**src/rtl/mux_stream_arb_pkg.sv**
```systemverilog
// ============================================================================
//  Module   : hack_pkg
//  Purpose  : Shared constants and types for the Hack stream arbiter/mux.
//             MODE_RR / MODE_FIXED select the arbitration policy and
//             chan_idx_t is wide enough to name any of up to MAX_NCH channels.
//  Ports    : none (package)
//  Revision : 1.0  initial release
// ============================================================================
`default_nettype none

package hack_pkg;

  localparam int MODE_RR    = 0;
  localparam int MODE_FIXED = 1;

  localparam int MAX_NCH    = 16;
  localparam int CHAN_IDX_W = $clog2(MAX_NCH);

  typedef logic [CHAN_IDX_W-1:0] chan_idx_t;

endpackage

`default_nettype wire

```
**src/rtl/mux_stream_arb_rr_arbiter.sv**
```systemverilog
// ============================================================================
//  Module   : rr_arbiter
//  Purpose  : Purely combinational arbiter producing a one-hot grant over the
//             request vector. MODE_RR searches from ptr upward with wrap;
//             MODE_FIXED picks the lowest requesting index.
//  Ports    : req       in   NCH     request per channel
//             ptr       in   IDX_W   round-robin start index (MODE_RR only)
//             grant     out  NCH     one-hot grant, zero when no request
//             grant_idx out  IDX_W   binary index of the granted channel
//  Revision : 1.0  initial release
// ============================================================================
`default_nettype none

module rr_arbiter
  import hack_pkg::*;
#(
  parameter int NCH   = 4,
  parameter int MODE  = MODE_RR,
  parameter int IDX_W = (NCH > 1) ? $clog2(NCH) : 1
) (
  input  logic [NCH-1:0]   req,
  input  logic [IDX_W-1:0] ptr,
  output logic [NCH-1:0]   grant,
  output logic [IDX_W-1:0] grant_idx
);

  logic             w_found;
  logic [IDX_W-1:0] w_cand;

  // Walk the channels in priority order; the first requester seen wins.
  // In round-robin mode the walk starts at ptr and wraps past NCH-1.
  always_comb begin
    grant     = '0;
    grant_idx = '0;
    w_found   = 1'b0;
    w_cand    = '0;
    for (int k = 0; k < NCH; k++) begin
      if (MODE == MODE_FIXED) begin
        w_cand = IDX_W'(k);
      end else begin
        w_cand = IDX_W'((int'(ptr) + k) % NCH);
      end
      if (!w_found && req[w_cand]) begin
        grant[w_cand] = 1'b1;
        grant_idx     = w_cand;
        w_found       = 1'b1;
      end
    end
  end

endmodule

`default_nettype wire

```
**src/rtl/mux_stream_arb.sv**
```systemverilog
// ============================================================================
//  Module   : mux_stream_arb
//  Purpose  : NCH-to-1 valid/ready stream multiplexer with an internal
//             arbiter and a registered output stage (1 cycle latency,
//             1 word/cycle sustained). Counts accepted input transfers.
//  Ports    : clk        in   1            rising-edge clock
//             rst_n      in   1            async assert, active-low reset
//             in_data    in   NCH*WIDTH    channel i at [i*WIDTH +: WIDTH]
//             in_valid   in   NCH          channel i has data
//             in_ready   out  NCH          channel i accepted this cycle
//             out_data   out  WIDTH        registered selected word
//             out_chan   out  $clog2(NCH)  source channel of out_data
//             out_valid  out  1            out_data/out_chan valid
//             out_ready  in   1            consumer accepts output
//             xfer_cnt   out  CNT_W        saturating transfer count
//  Revision : 1.0  initial release
// ============================================================================
`default_nettype none

module mux_stream_arb
  import hack_pkg::*;
#(
  parameter int WIDTH = 16,
  parameter int NCH   = 4,
  parameter int MODE  = MODE_RR,
  parameter int CNT_W = 16
) (
  input  logic                       clk,
  input  logic                       rst_n,
  input  logic [NCH*WIDTH-1:0]       in_data,
  input  logic [NCH-1:0]             in_valid,
  output logic [NCH-1:0]             in_ready,
  output logic [WIDTH-1:0]           out_data,
  output logic [$clog2(NCH)-1:0]     out_chan,
  output logic                       out_valid,
  input  logic                       out_ready,
  output logic [CNT_W-1:0]           xfer_cnt
);

  localparam int IDX_W = (NCH > 1) ? $clog2(NCH) : 1;

  logic [WIDTH-1:0] r_out_data;
  logic [IDX_W-1:0] r_out_chan;
  logic             r_out_valid;
  logic [IDX_W-1:0] r_rr_ptr;
  logic [CNT_W-1:0] r_xfer_cnt;

  logic             w_load;
  logic             w_xfer;
  logic [NCH-1:0]   w_grant;
  logic [IDX_W-1:0] w_grant_idx;
  logic [IDX_W-1:0] w_ptr_next;
  logic [WIDTH-1:0] w_sel_data;

  rr_arbiter #(
    .NCH   (NCH),
    .MODE  (MODE),
    .IDX_W (IDX_W)
  ) u_arb (
    .req       (in_valid),
    .ptr       (r_rr_ptr),
    .grant     (w_grant),
    .grant_idx (w_grant_idx)
  );

  // The output register can take a word when empty or being drained now.
  assign w_load   = !r_out_valid || out_ready;
  assign in_ready = w_load ? w_grant : '0;
  // The grant is a subset of in_valid, so any grant bit means a transfer.
  assign w_xfer   = w_load && (|w_grant);

  assign w_ptr_next = (w_grant_idx == IDX_W'(NCH - 1)) ? '0
                                                       : w_grant_idx + IDX_W'(1);

  // AND-OR mux over the one-hot grant.
  always_comb begin
    w_sel_data = '0;
    for (int i = 0; i < NCH; i++) begin
      w_sel_data = w_sel_data | (in_data[i*WIDTH +: WIDTH] & {WIDTH{w_grant[i]}});
    end
  end

  always_ff @(posedge clk or negedge rst_n) begin
    if (!rst_n) begin
      r_out_data  <= '0;
      r_out_chan  <= '0;
      r_out_valid <= 1'b0;
      r_rr_ptr    <= '0;
      r_xfer_cnt  <= '0;
    end else begin
      if (w_xfer) begin
        r_out_data  <= w_sel_data;
        r_out_chan  <= w_grant_idx;
        r_out_valid <= 1'b1;
        if (MODE == MODE_RR) begin
          r_rr_ptr <= w_ptr_next;
        end
        if (r_xfer_cnt != {CNT_W{1'b1}}) begin
          r_xfer_cnt <= r_xfer_cnt + CNT_W'(1);
        end
      end else if (out_ready) begin
        // Drain: data/chan keep their last value, only valid drops.
        r_out_valid <= 1'b0;
      end
    end
  end

  assign out_data  = r_out_data;
  assign out_chan  = r_out_chan;
  assign out_valid = r_out_valid;
  assign xfer_cnt  = r_xfer_cnt;

`ifndef SYNTHESIS
  a_ready_onehot: assert property (@(posedge clk) disable iff (!rst_n)
    $onehot0(in_ready));

  a_stall_stable: assert property (@(posedge clk) disable iff (!rst_n)
    (r_out_valid && !out_ready) |=>
      (r_out_valid && $stable(r_out_data) && $stable(r_out_chan)));
`endif

endmodule

`default_nettype wire

```
**config.mk**
```make
export PLATFORM = sky130hd
export DESIGN_NAME = mux_stream_arb
export DESIGN_NICKNAME = d
export VERILOG_FILES = /design/src/rtl/mux_stream_arb_pkg.sv /design/src/rtl/mux_stream_arb_rr_arbiter.sv /design/src/rtl/mux_stream_arb.sv
export SDC_FILE = /design/constraint.sdc
export NUM_CORES = 1
export LEC_CHECK = 0
export ABC_CLOCK_PERIOD_IN_PS = 9550
export CAP_MARGIN = 20
export CORE_AREA = 2 2 103 105
export CTS_CLUSTER_DIAMETER = 120
export DETAILED_ROUTE_END_ITERATION = 7
export DIE_AREA = 0 0 105 107
export HOLD_SLACK_MARGIN = 0.02
export SYNTH_ARGS = -nofsm -noshare
export SYNTH_HDL_FRONTEND = slang
export SYNTH_SLANG_ARGS = --single-unit
```
**constraint.sdc**
```tcl
create_clock -name clk -period 9.55 [get_ports clk]
set_input_delay 1.91 -clock clk [delete_from_list [all_inputs] [get_ports clk]]
set_output_delay 1.91 -clock clk [all_outputs]
set_load 0.005 [all_outputs]
```
==> qor.yml, run 1 <==
global_routing:
  grt_util_all_layers_pct: 13.5
  grt_pass1_vias: 2517
  grt_pass1_wl_um: 12500
  gr-total-overflow: 0
  grt_max_degree: 38
  antenna_found_initial: 0
setup_path:
  crit_fanout: 19
  start_kind: "input port"
  path_class: "input port to output pin"
  startpoint: "in_valid[2]"
  required_ps: 7640
  end_kind: "output pin"
  crit_arrival_ps: 5170
min_path:
  min_from: "out_data[10]"
  hold_path_class: "register to register"
detailed_routing:
  ant_nets: 0
  wl_met1_um: 3290
  wire_per_inst_um: 15.1
  top_layer: "met4"
  drt-initial-drc-count: 122
  viasPerCell: 4.93
  dr.pass1.iters: 4
  routed_wl_um: 7590
  dr_total_vias: 2482
  wl_met2_um: 3770
  drc: 0
  wl_met3_um: 426
clocking:
  postCtsResizedCells: 0
  cts-buffers-inserted: 5
  path_clk_slew_ps: 70
  cts_num_sinks: 37
  cts_buffer_depth: 2
  cts_root_buffer: "clkbuf_8"
  postCtsHoldBufs: 0
  post_cts_buffers: 0
  h-tree-depth: 2
  cts_tree: "built"
  clk_latency_ps: 300
flow_run:
  cap_violations: 0
yosys:
  async_flop_share_pct: 100
  ys_ff_latch: 37
  synth_top_area_cell: "dfrtp_1"
  synth_top_area_share_pct: 37.1
  synth_area_per_cell_um2: 9.49
  syn_nets: 342
  synth_edf_count: 0
  yosys_most_used_dff: "dfrtp_1"
  synth_area_mm2: 0.00250
  ys_top_cells_by_area: "dfrtp_1 (37%), a221oi_1 (6.3%), nand2_1 (5.9%)"
  synth_cell_types: 45
  yosysMostFrequentCell: "nand2_1"
  synth_cells: 263
  seq_area_frac_synth_pct: 37.1
  ys_warn_count: 0
  synth_common_cells: "nand2_1 (39), dfrtp_1 (37), o21ai_0 (22), a221oi_1 (18), a22o_1 (16)"
placed_design:
  hpwl_um: 5540
  dpl_worst_slack_ps: 2500
  dp.cells: 495
  gp_congestion: 0.795
  io_buffers: 109
layout:
  final_core_util_pct: 37.4
  finish.net_count: 445
  fin_cells: 503
  areaGrowthSynthToFinish_pct: 51.0
  drive_gt1_share_pct: 6.81
  n_antenna_cell: 0
die:
  die_h_um: 107
  start_util_pct: 24.7
  num_io_pins: 110
  fp.dieArea_mm2: 0.0112
  rows: 37
  core_area_mm2: 0.0101
  die_width_um: 105
pwr:
  power_density_mw_per_mm2: 308
  p_int_uw: 650
  p_comb_share_pct: 66.4
  power_frac_seq_pct: 23.4
  static-leakage-power_nw: 1.53
  peakVddDrop_v: 0.000143
  clkPwrFrac_pct: 10.2
  p_sw_uw: 511
  switching_share_pct: 44.0
timing:
  period_share_pct: 74.2
  hold_violations: 0
  rsz0062_at_grt: "no"
  slew_viol_final: 0
  max-slew-margin-rel_pct: 41.7
  timing.final.ws_setup_ps: 2470
  finalCriticalPeriod_ps: 7080
  setup-violations-final: 0
  tns_ps: 0
  fin_skew_ps: 9.95
  worstMarginPinSlew_ps: 874
  max_freq_mhz: 141
status:
  status: "finished clean"
==> path summary, 6_finish.rpt <==
path	to	slack (ps)	cells after the start
setup / recovery	in_ready[2]	2470	7
hold / removal	out_data[10]	480	2
setup reg to reg	xfer_cnt[1]	5020	10
hold reg to reg	out_data[10]	480	2
max in group asynchronous	xfer_cnt[10]	7270	1
min in group asynchronous	xfer_cnt[5]	1730	1
==> sequential cells by signal (all words and copies together), names as in the netlist, named ones only <==
name and count:
out_data 16, out_valid 1, out_chan 2, r_rr_ptr 1, xfer_cnt 16
==> routing by layer <==
metal | GRT usage, % | vias up
met5 | 0 | -
met4 | 3.14 | 0
met3 | 3.04 | 9
met2 | 22.8 | 95
met1 | 17.7 | 1186
li1 | - | 1192
==> power groups by stage <==
stage | sequential (mW) | combinational (mW) | clock, mW
floorplan | 0.265 | 0.550 | 0
global placement | 0.272 | 0.765 | 0
detailed placement | 0.274 | 0.775 | 0
CTS | 0.273 | 0.778 | 0.126
global route | 0.283 | 0.861 | 0.131
finish | 0.272 | 0.770 | 0.119
==> stage by stage <==
step,area (um^2),power [mW],hold slack [ps]
2_1_floorplan,2500,0.815,473
3_3_place_gp,3670,1.04,462
3_5_place_dp,3670,1.05,470
4_1_cts,3770,1.18,487
5_1_grt,3770,1.28,508
6_report,3770,1.16,476
==> layout by cell type, fill, tap and decap left out, types with 2 or more instances in the layout <==
cell type,synthesis,layout
clkdlybuf4s50_1,0,108
a221oi_1,18,18
nand3_1,10,10
a21oi_1,4,4
nand2_1,39,39
or3b_2,3,3
and2_1,4,4
nor2_1,8,8
dfrtp_1,37,37
nor3_1,6,6
a21boi_0,4,4
a32o_1,4,4
xor2_1,10,10
nor2b_1,2,2
xnor2_1,5,5
inv_1,5,5
ha_1,8,8
nand2b_1,2,2
o21ai_0,22,22
a2111o_1,4,4
mux2_2,4,4
mux2i_1,2,2
a22o_1,16,16
nor3b_1,4,4
or3_1,3,3
nand4_1,3,3
clkbuf_8,0,6
nor4_1,4,4
and3b_1,2,2
buf_4,1,3
==> critical path, stage by stage <==
cell	delay, ps
clkdlybuf4s50_1	530
mux4_2	660
or3b_2	490
a21oi_1	160
a2111o_1	670
and2_1	240
clkdlybuf4s50_1	500
==> final cells by class <==
type / count / area (um^2)
inverter: 5 / 18.8
clock inverter: 2 / 13.8
fill: 1079 / 6320
timing repair buffer: 112 / 1110
clock buffer: 6 / 82.6
tap: 136 / 170
multi-input combinational: 205 / 1450
sequential: 37 / 926
==> cell families after synthesis <==
family / count (synthesis) / synth area share (%)
AOI/OAI and AO/OA: 78 / 24.5
xor gates and xnor gates: 15 / 5.26
adders and majority gates: 8 / 4.01
buffers and inverters: 21 / 4.81
DFF: 37 / 37.1
muxes: 8 / 4.11
and+or+nand+nor: 96 / 20.3
Note: power is estimated with default switching activity, not from simulation.
==> run 2, diff against run 1 <==
Settings changed: ABC_CLOCK_PERIOD_IN_PS 9550 to 7000.
Clock period 9.55 ns to 7 ns, I/O delays scaled along.
==> qor.yml, run 2 (synthesized netlist as in run 1, its figures left out) <==
die:
  rows: 37  # unchanged
  die_h_um: 107  # unchanged
  fp.dieArea_mm2: 0.0112  # unchanged
  die_width_um: 105  # unchanged
  core_area_mm2: 0.0101  # unchanged
  num_io_pins: 110  # unchanged
  start_util_pct: 24.7  # unchanged
layout:
  areaGrowthSynthToFinish_pct: 50.8
  finish.net_count: 446  # +0.22%
  drive_gt1_share_pct: 6.79  # -0.019 points
  fillCellCount: 1068  # -1.0%
  fin_cells: 504  # +0.20%
  n_antenna_cell: 0  # unchanged
  final_core_util_pct: 37.3  # -0.062 points
  final_cell_mix: "clkdlybuf4s50_1 (108), nand2_1 (39), dfrtp_1 (37)"
  layout_commonest_cell: "clkdlybuf4s50_1"
  fin_area_mm2: 0.00376  # -0.17%
detailed_routing:
  viasPerCell: 4.90  # -0.76%
  dr.pass1.iters: 4  # unchanged
  drc: 0  # unchanged
  ant_nets: 0  # unchanged
  wire_per_inst_um: 15.1  # -0.20%
  dr_total_vias: 2468  # -0.56%
  drt-initial-drc-count: 102  # -16%
  routed_wl_um: 7590  # unchanged
clocking:
  path_clk_slew_ps: 70  # about the same
  clk_latency_ps: 290  # about the same
  cts_root_buffer: "clkbuf_8"
  cts_tree: "built"
  postCtsResizedCells: 0  # unchanged
  post_cts_buffers: 0  # unchanged
  h-tree-depth: 2  # unchanged
  cts_buffer_depth: 2  # unchanged
  cts-buffers-inserted: 5  # unchanged
  postCtsHoldBufs: 0  # unchanged
  cts_num_sinks: 37  # unchanged
placed_design:
  hpwl_um: 5510  # -0.36%
  gp_congestion: 0.749  # -5.8%
  dp.cells: 496  # +0.20%
  placed_cell_area_mm2: 0.00368  # +0.20%
  io_buffers: 109  # unchanged
setup_path:
  crit_chain: "clkdlybuf4s50_1 -> mux4_2 -> or3b_2 -> a21oi_1 -> a2111o_1 -> and2_1 -> clkdlybuf4s50_1"
  cpMaxStageDelayCell: "a2111o_1"
  path_buf_inv: 2  # unchanged
  end_kind: "output pin"
  cp_top_family: "buffers and inverters"
  crit_fanout: 19  # unchanged
  start_kind: "input port"
  path_class: "input port to output pin"
  cp_common_cell: "clkdlybuf4s50_1"
  crit_arrival_ps: 4690  # -480 ps
  required_ps: 5600  # -2040 ps
  cp_slowest_stage_delay_ps: 690  # +20 ps
global_routing:
  grt_pass1_vias: 2445  # -2.9%
  grt_util_all_layers_pct: 13.2  # -0.35 points
  antenna_found_initial: 0  # unchanged
  gr-total-overflow: 0  # unchanged
  grt_max_degree: 48  # +26%
  grt_pass1_wl_um: 12200  # -2.3%
pwr:
  peakVddDrop_v: 0.000225  # +57%
  power_density_mw_per_mm2: 420  # +36%
  static-leakage-power_nw: 1.52  # about the same
timing:
  slew_viol_final: 0  # unchanged
  tns_ps: 0  # unchanged
  hold_violations: 0  # unchanged
  worstMarginPinSlew_ps: 853  # -22.0 ps
  period_share_pct: 87.0
  max-slew-margin-rel_pct: 43.2  # +1.5 points
  finalCriticalPeriod_ps: 6090
  setup-violations-final: 0  # unchanged
  max_freq_mhz: 164
  rsz0062_at_grt: "no"
  fin_skew_ps: 6.05  # -3.91 ps
status:
  status: "finished clean"
flow_run:
  cap_violations: 0  # unchanged
min_path:
  hold_path_class: "register to register"
[run 2: cell count changes in the layout (fill, tap and decap cells not counted)]
cell      before  now
clkinv_2       1    2
clkbuf_1       0    1
clkinv_4       1    0
clkbuf_8       6    5
buf_4          3    4
[run 2: worst min-delay path: stages (launching register included)]
cell     delay, ps
dfrtp_1        350
nand2_1         50
o21ai_0         60
[run 2: report_power, final]
| part | switching, mW | internal (mW) |
|---|---|---|
| Sequential | 0.0711 | 0.298 |
| Clock | 0.0797 | 0.0692 |
| Combinational | 0.551 | 0.511 |
[run 2: routing by layer]
layer	part of all wire, %	up-vias	GRT usage (%)
met5	0	-	0
met3	4.7	9	2.98
met2	50	73	22.3
met1	44	1189	17.2
met4	1.3	0	2.95
li1	-	1197	-
[run 2: final cells by class]
cell class                      instances  area (um^2)  area share (%)
Clock inverter                          2         10.0           0.266
Clock buffer                            6         72.6            1.93
Inverter                                5         18.8           0.499
Sequential cell                        37          926            24.6
Tap cell                              136          170            4.52
Multi-Input combinational cell        205         1450            38.5
Timing Repair Buffer                  113         1120            29.7
[run 2: worst paths after layout]
path | from | slack (ps) | endpoint | cells after the start
setup reg to reg | register | 2330 | xfer_cnt[1] | 10
min in group asynchronous | rst_n | 1210 | out_data[13] | 1
setup / recovery | in_valid[2] | 910 | in_ready[3] | 7
hold reg to reg | out_data[10] | 480 | out_data[10] | 2
max in group asynchronous | rst_n | 5260 | xfer_cnt[14] | 1
hold / removal | out_data[10] | 480 | out_data[10] | 2
[run 2: stage by stage]
stage | setup WS (ps) | hold WS (ps) | total power [mW]
2_1_floorplan | 2280 | 473 | 1.11
3_5_place_dp | 942 | 473 | 1.44
3_3_place_gp | 1020 | 462 | 1.43
5_1_grt | 783 | 521 | 1.72
6_report | 908 | 484 | 1.58
4_1_cts | 933 | 490 | 1.60
==> run 3, diff against run 2 <==
Settings changed: CORE_AREA 2 2 103 105 to 3 3 104 106, DIE_AREA 0 0 105 107 to 0 0 107 109.
==> qor.yml, run 3 (synthesized netlist as in run 1, its figures left out) <==
status:
  status: "finished clean"
layout:
  multi_input_area_mm2: 0.00145  # unchanged
  n_antenna_cell: 0  # unchanged
  drive_gt1_share_pct: 6.79  # unchanged
  regArea_um2: 926  # unchanged
  final_core_util_pct: 38.3  # +0.98 points
  fillCellCount: 998  # -6.6%
  areaGrowthSynthToFinish_pct: 51.2
  finish.net_count: 447  # +0.22%
  final_cell_mix: "clkdlybuf4s50_1 (108), nand2_1 (39), dfrtp_1 (37)"
  layout_commonest_cell: "clkdlybuf4s50_1"
  fin_cells: 501  # -0.60%
clocking:
  post_cts_buffers: 0  # unchanged
  postCtsResizedCells: 0  # unchanged
  postCtsHoldBufs: 0  # unchanged
  cts_num_sinks: 37  # unchanged
  cts_tree: "built"
  path_clk_slew_ps: 70  # about the same
  h-tree-depth: 2  # unchanged
  clk_latency_ps: 280  # about the same
  cts-buffers-inserted: 5  # unchanged
  cts_buffer_depth: 2  # unchanged
  cts_root_buffer: "clkbuf_8"
detailed_routing:
  wl_met3_um: 505  # +41%
  dr.pass1.iters: 4  # unchanged
  top_layer: "met4"
  viasPerCell: 4.93  # +0.60%
  drt-initial-drc-count: 126  # +24%
  dr_total_vias: 2468  # unchanged
  wl_met2_um: 3960  # +5.2%
  routed_wl_um: 7680  # +1.2%
  ant_nets: 0  # unchanged
  drc: 0  # unchanged
  wl_met1_um: 3190  # -5.0%
  wire_per_inst_um: 15.3  # +1.8%
die:
  core_area_mm2: 0.00986  # -2.3%
  die_width_um: 107  # +1.9%
  start_util_pct: 25.3  # +0.57 points
  num_io_pins: 110  # unchanged
  fp.dieArea_mm2: 0.0117  # +3.8%
  die_h_um: 109  # +1.9%
  rows: 36  # -2.7%
timing:
  hold_violations: 0  # unchanged
  finalCriticalPeriod_ps: 6050  # -46.0 ps
  max-slew-margin-rel_pct: 43.0  # -0.21 points
  tns_ps: 0  # unchanged
  timing.final.ws_setup_ps: 954  # +46.0 ps
  fin_skew_ps: 4.86  # -1.19 ps
  worstMarginPinSlew_ps: 856  # +3.14 ps
  rsz0062_at_grt: "no"
  period_share_pct: 86.4  # -0.66 points
  max_freq_mhz: 165  # +0.76%
  setup-violations-final: 0  # unchanged
  slew_viol_final: 0  # unchanged
global_routing:
  grt_pass1_vias: 2395  # -2.0%
  antenna_found_initial: 0  # unchanged
  gr-total-overflow: 0  # unchanged
  grt_max_degree: 38  # -21%
  grt_util_all_layers_pct: 12.7  # -0.48 points
  grt_pass1_wl_um: 12000  # -1.5%
setup_path:
  start_kind: "input port"
  end_kind: "output pin"
  cpMaxStageDelayCell: "mux4_2"
  cp_slowest_stage_delay_ps: 660  # -30 ps
  required_ps: 5600  # about the same
  path_class: "input port to output pin"
  crit_arrival_ps: 4650  # -40 ps
  crit_chain: "clkdlybuf4s50_1 -> mux4_2 -> or3b_2 -> a21oi_1 -> a2111o_1 -> and2_1 -> clkdlybuf4s50_1"
  cp_common_cell: "clkdlybuf4s50_1"
  crit_fanout: 19  # unchanged
min_path:
  hold_path_class: "register to register"
pwr:
  static-leakage-power_nw: 1.53  # +0.36%
  peakVddDrop_v: 0.000191  # -15%
  power_density_mw_per_mm2: 425  # +1.2%
placed_design:
  dp.cells: 493  # -0.60%
  hpwl_um: 5760  # +4.4%
  io_buffers: 109  # unchanged
  gp_congestion: 0.884  # +18%
  dpl_worst_slack_ps: 993  # +50.5 ps
flow_run:
  cap_violations: 0  # unchanged
run 3: cell types whose count changed in the layout (fill, tap and decap cells not counted):
cell / before / now
clkbuf_8: 5 / 6
clkinv_2: 2 / 0
buf_6: 0 / 1
run 3: power by group:
part	leakage (nW)	internal [mW]	switching (mW)
Clock	0.0443	0.0782	0.0728
Sequential	0.469	0.298	0.0693
Combinational	1.02	0.524	0.562
Total	1.53	0.900	0.704
run 3: path summary, 6_finish.rpt:
kind,startpoint,to,slack [ps],depth (start not counted)
worst max register to register,register,xfer_cnt[1],2430,10
worst min-delay path,out_data[1],out_data[1],480,2
worst min register to register,out_data[1],out_data[1],480,2
min in group asynchronous,rst_n,xfer_cnt[5],1220,1
worst max-delay path,in_valid[2],in_ready[1],950,7
max in group asynchronous,rst_n,out_data[1],5240,1
run 3: layout make-up:
type / instances / area share [%]
Multi-Input combinational cell: 205 / 38.4
Timing Repair Buffer: 114 / 29.9
Sequential cell: 37 / 24.5
Tap cell: 133 / 4.41
Clock buffer: 7 / 2.29
Inverter: 5 / 0.497
run 3: metal layers:
metal	vias up	track usage (%)
met5	-	0
met2	90	21.6
met1	1172	16.3
met4	0	2.56
met3	5	3.43
li1	1201	-
run 3: stage by stage:
step	hold slack [ps]	total power, mW	cell area [um^2]
final	478	1.60	3770
after global placement	461	1.44	3680
after CTS	485	1.62	3760
after floorplan	473	1.11	2500
after detailed placement	469	1.45	3680
after global routing	513	1.75	3770
run 3: critical path, delay by kind of cell:
| kind | cells | cell delay, ps |
|---|---|---|
| buffers and inverters | 2 | 1030 |
| AO/OA/AOI/OAI | 2 | 820 |
| AND/OR/NAND/NOR | 2 | 730 |
| multiplexers | 1 | 660 |
